`src/rtl/ce_gen_pkg.sv`:
```
// ce_gen_pkg: shared state encoding and constants for the clock-enable strobe generator.
package ce_gen_pkg;
    typedef enum logic {IDLE, RUN} state_t;
    localparam int BURST_CONTINUOUS = 0;
endpackage

```
`src/rtl/ce_div_counter.sv`:
```
// ce_div_counter: loadable down-counter with zero flag that paces the strobe period.
module ce_div_counter #(
    parameter int DIV_WIDTH = 16
) (
    input  logic                 clk,
    input  logic                 rst,
    input  logic                 load,
    input  logic [DIV_WIDTH-1:0] load_val,
    input  logic                 dec,
    output logic                 zero
);
    logic [DIV_WIDTH-1:0] cnt;

    always_ff @(posedge clk or posedge rst)
        if (rst) cnt <= '0;
        else if (load) cnt <= load_val;
        else if (dec) cnt <= cnt - 1'b1;

    assign zero = (cnt == '0);
endmodule

```
`src/rtl/ce_strobe_gen.sv`:
```
// ce_strobe_gen: programmable-rate clock-enable strobe with burst and continuous modes.
module ce_strobe_gen
    import ce_gen_pkg::*;
#(
    parameter int DIV_WIDTH   = 16,
    parameter int BURST_WIDTH = 8
) (
    input  logic                   CLK,
    input  logic                   RST,
    input  logic [DIV_WIDTH-1:0]   DIV,
    input  logic [BURST_WIDTH-1:0] BURST,
    input  logic                   START,
    input  logic                   STOP,
    output logic                   CE,
    output logic                   BUSY,
    output logic                   DONE,
    output logic [BURST_WIDTH-1:0] COUNT
);
    state_t                 state;
    logic [DIV_WIDTH-1:0]   shadow_div;
    logic [BURST_WIDTH-1:0] shadow_burst;
    logic [BURST_WIDTH-1:0] count_next;
    logic                   zero, accept, advance;

    assign accept     = (state == IDLE) && START && !STOP;
    assign advance    = (state == RUN) && !STOP;
    assign count_next = COUNT + 1'b1;

    // Reloading on the strobe edge keeps the period at exactly shadow_div+1 clocks.
    ce_div_counter #(.DIV_WIDTH(DIV_WIDTH)) u_div (
        .clk      (CLK),
        .rst      (RST),
        .load     (accept || (advance && zero)),
        .load_val (accept ? DIV : shadow_div),
        .dec      (advance && !zero),
        .zero     (zero)
    );

    always_ff @(posedge CLK or posedge RST)
        if (RST) begin
            state        <= IDLE;
            shadow_div   <= '0;
            shadow_burst <= '0;
            COUNT        <= '0;
            CE           <= 1'b0;
            BUSY         <= 1'b0;
            DONE         <= 1'b0;
        end else begin
            CE   <= 1'b0;
            DONE <= 1'b0;
            if (state == IDLE) begin
                if (accept) begin
                    shadow_div   <= DIV;
                    shadow_burst <= BURST;
                    COUNT        <= '0;
                    state        <= RUN;
                    BUSY         <= 1'b1;
                end
            end else if (STOP) begin
                state <= IDLE;
                BUSY  <= 1'b0;
            end else if (zero) begin
                CE    <= 1'b1;
                COUNT <= count_next;
                if (shadow_burst != BURST_WIDTH'(BURST_CONTINUOUS) && count_next == shadow_burst) begin
                    state <= IDLE;
                    BUSY  <= 1'b0;
                    DONE  <= 1'b1;
                end
            end
        end
endmodule

```
`config.mk`:
```
export PLATFORM = sky130hd
export DESIGN_NAME = ce_strobe_gen
export DESIGN_NICKNAME = d
export VERILOG_FILES = /design/src/rtl/ce_gen_pkg.sv /design/src/rtl/ce_div_counter.sv /design/src/rtl/ce_strobe_gen.sv
export SDC_FILE = /design/constraint.sdc
export NUM_CORES = 1
export LEC_CHECK = 0
export CAP_MARGIN = 20
export CORE_MARGIN = 4
export CORE_UTILIZATION = 54
export DETAILED_ROUTE_END_ITERATION = 7
export PLACE_DENSITY = 0.79
export SLEW_MARGIN = 10
export SYNTH_ARGS = -nofsm -noshare
export SYNTH_HDL_FRONTEND = slang
export SYNTH_SLANG_ARGS = --single-unit
```
`constraint.sdc`:
```
create_clock -name CLK -period 2.4 [get_ports CLK]
set_clock_uncertainty 0.1 [all_clocks]
set_input_delay 0.24 -clock CLK [delete_from_list [all_inputs] [get_ports CLK]]
set_output_delay 0.24 -clock CLK [all_outputs]
set_load 0.005 [all_outputs]
```
==> results.json <==
{
  "nets": 375,
  "reg2reg_to": "u_div.cnt[10]",
  "crit_end": "u_div.cnt[10]",
  "synth_top_area_frac": 0.4695,
  "worstPathRequired_ns": 2.49,
  "antenna_found_initial": 0,
  "vias": 2328,
  "cts_buffers": 5,
  "ctsLongestPathBuffers": 2,
  "met3_usage": 0.03499,
  "start_util": 0.5716,
  "min_path_type": "in -> async",
  "via_per_inst": 5.650,
  "die_y_um": 79.64,
  "cts.sinks": 52,
  "tns_ns": 0,
  "synth_commonest_cells": "nand2_1, dfrtp_1, nor2_1",
  "maxCapViolations": 0,
  "ys.flop_type": "dfrtp_1",
  "timing.fmax_mhz": 424.6,
  "drive_gt1_frac": 0.1739,
  "coreArea_um2": 4848,
  "yosys.area.top_type": "dfrtp_1",
  "grt.overflow.total": 0,
  "r2r_cells": 7,
  "postSynthAreaPerCell_um2": 9.524,
  "ys_types": 53,
  "cellPowerDensity_nw_per_um2": 611.4,
  "synth_warnings": 0,
  "syn-num-nets": 322,
  "die_x_um": 79.64,
  "layout_setup_ws_ns": 0.04466,
  "slew_headroom": 0.6849,
  "crit_family": "simple AND/OR/NAND/NOR gates",
  "clk_latency_ns": 0.30,
  "std_cell_rows": 25,
  "worst_pin_slew_ns": 0.4691,
  "clockPowerShare": 0.240,
  "crit_path_max_fanout": 5,
  "postRouteAntennaNets": 0,
  "pin_count": 39,
  "leakage_nw": 1.477,
  "grt_usage": 0.2060,
  "first_global_vias": 2224,
  "fin_crit_ns": 2.355,
  "slowest_delay_ns": 0.59,
  "h-tree-depth": 2,
  "port_buffers": 38,
  "rr_startpoint": "u_div.cnt[0]",
  "syn2layout_area_growth_pct": 25.01,
  "gp_congestion": 0.8351,
  "first_iter_violations": 162,
  "cp-end-kind": "flip-flop",
  "wl_per_cell_um": 14.69,
  "netlist_top_cells_area": "dfrtp_1, nand2_1, mux2_2, nor3_1, xnor2_1",
  "setup_viol": 0,
  "fin_crit_sh": 0.9814,
  "netlist_area_um2": 2771,
  "insertedDiodeCount": 0,
  "critical_path_class": "reg -> reg",
  "status": "finished clean",
  "cp.buffers_inverters": 1,
  "syn-instance-count": 291,
  "cp-start-kind": "flip-flop",
  "power_frac_seq": 0.541,
  "combinationalPowerShare": 0.218,
  "grt_pass1_wl_mm": 10.35,
  "synth_most_common_cell": "nand2_1",
  "hold_violations": 0,
  "hpwlAfterDp_mm": 4.378,
  "grt.busiest_layer": "met2",
  "worst_path_max_delay_cell": "or4b_4",
  "dp_slack_ns": 0.07939,
  "cts.clk_slew.worst_paths_ns": 0.09,
  "die_area_um2": 6343,
  "ys_seq_area_frac": 0.4695,
  "grt_max_degree": 25,
  "crit_cells": 7,
  "irDropWorstVdd_uv": 363.1,
  "ys_ff_latch": 52,
  "cp-startpoint": "u_div.cnt[0]",
  "met2_usage": 0.3080,
  "switching_share": 0.2971,
  "path_cells": "inv_2 > ha_4 > or3b_4 > or4b_4 > nor3_4 > o21ai_1 > a211o_1",
  "cts_root_buf": "clkbuf_8",
  "cts_tree": "built",
  "rsz0062_at_grt": "true",
  "drc": 0,
  "r2r_slack_ns": 0.04,
  "async_reset_ff_frac": 1.000,
  "power_switching_uw": 629.4,
  "wirelength_mm": 6.051,
  "crit_arrival_ns": 2.45,
  "finalMaxSlewViolations": 0,
  "synth_edf_count": 0,
  "firstDrtPassIters": 4,
  "intPower_mw": 1.489,
  "grt_use_met1": 0.2999
}
## area by class of cell
class / count / area (µm²)
tap: 67 / 83.83
clock buffer: 6 / 82.58
inverter: 12 / 45.04
timing repair buffer: 57 / 535.5
sequential: 52 / 1301
multi-input combinational: 216 / 1406
fill: 379 / 1384
clock inverter: 2 / 10.01
## routing by layer
layer / routed length, µm / vias up
met3: 321 / 10
met2: 2765 / 55
met5: 0 / -
met4: 79 / 0
li1: - / 1141
met1: 2884 / 1122
## worst min-delay path by stage
| stage | to | startpoint | depth (start not counted) |
|---|---|---|---|
| after CTS | COUNT[3] | RST | 2 |
| after global placement | shadow_div[14] | shadow_div[14] | 2 |
| after detailed placement | shadow_div[14] | shadow_div[14] | 2 |
| after global routing | COUNT[2] | RST | 2 |
| after floorplan | shadow_burst[0] | BURST[0] | 2 |
| final | COUNT[3] | RST | 2 |
## flip-flops by register name, indices dropped and copies added, names as in the netlist
| register | cells |
|---|---|
| BUSY | 1 |
| CE | 1 |
| COUNT | 8 |
| DONE | 1 |
| shadow_burst | 8 |
| shadow_div | 16 |
| state | 1 |
| u_div.cnt | 16 |
## kinds of logic (layout without fill, tap and decap cells)
logic type | Yosys count | in the layout | share of synthesized area
compound gates | 52 | 52 | 0.1223
xor+xnor | 11 | 11 | 0.03476
fa+ha+maj | 3 | 3 | 0.01355
buf+inv | 23 | 77 | 0.03431
flops | 52 | 52 | 0.4695
mux | 18 | 18 | 0.07088
simple gates | 132 | 132 | 0.2546
## metrics by stage
step | instance area (µm²) | instances | power [mW] | hold WS [ns] | util
after detailed placement | 3339 | 403 | 1.604 | 0.3674 | 0.6888
final | 3465 | 412 | 2.118 | 0.1325 | 0.7146
after CTS | 3432 | 411 | 2.112 | 0.1444 | 0.7079
after floorplan | 2771 | 291 | 1.440 | 0.2454 | -
after global placement | 3339 | 403 | 1.586 | 0.3626 | 0.6888
after global routing | 3465 | 412 | 2.242 | 0.1695 | 0.7146
## cell usage in the layout, fill, tap and decap left out, types with 6 or more instances in the layout
master,instances
nand2_1,55
dfrtp_1,52
clkdlybuf4s50_1,38
buf_4,18
nor2_1,15
nor3_1,14
mux2_2,13
o21ai_1,10
o21ai_0,10
nand3_1,9
a21oi_1,9
inv_1,8
xnor2_1,7
clkbuf_8,6
## power by group through the flow
stage | clock (mW) | combinational [mW] | sequential, mW
3_3_place_gp | 0 | 0.435 | 1.15
3_5_place_dp | 0 | 0.448 | 1.16
5_1_grt | 0.560 | 0.519 | 1.16
4_1_cts | 0.523 | 0.451 | 1.14
6_report | 0.509 | 0.463 | 1.15
2_1_floorplan | 0 | 0.314 | 1.13
## what timing repair did
item | in CTS | in global routing
resized for setup | 0 | 6
buffers inserted | 0 | 1
hold buffers | 0 | 0
endpoints found under the setup margin | 0 | 7
## worst reg2reg max path, cell delays in order, from the launching register on
cell,delay (ns)
dfrtp_1,0.43
inv_2,0.10
ha_4,0.13
or3b_4,0.38
or4b_4,0.59
nor3_4,0.17
o21ai_1,0.08
a211o_1,0.27
(Power assumes the default switching activity.)
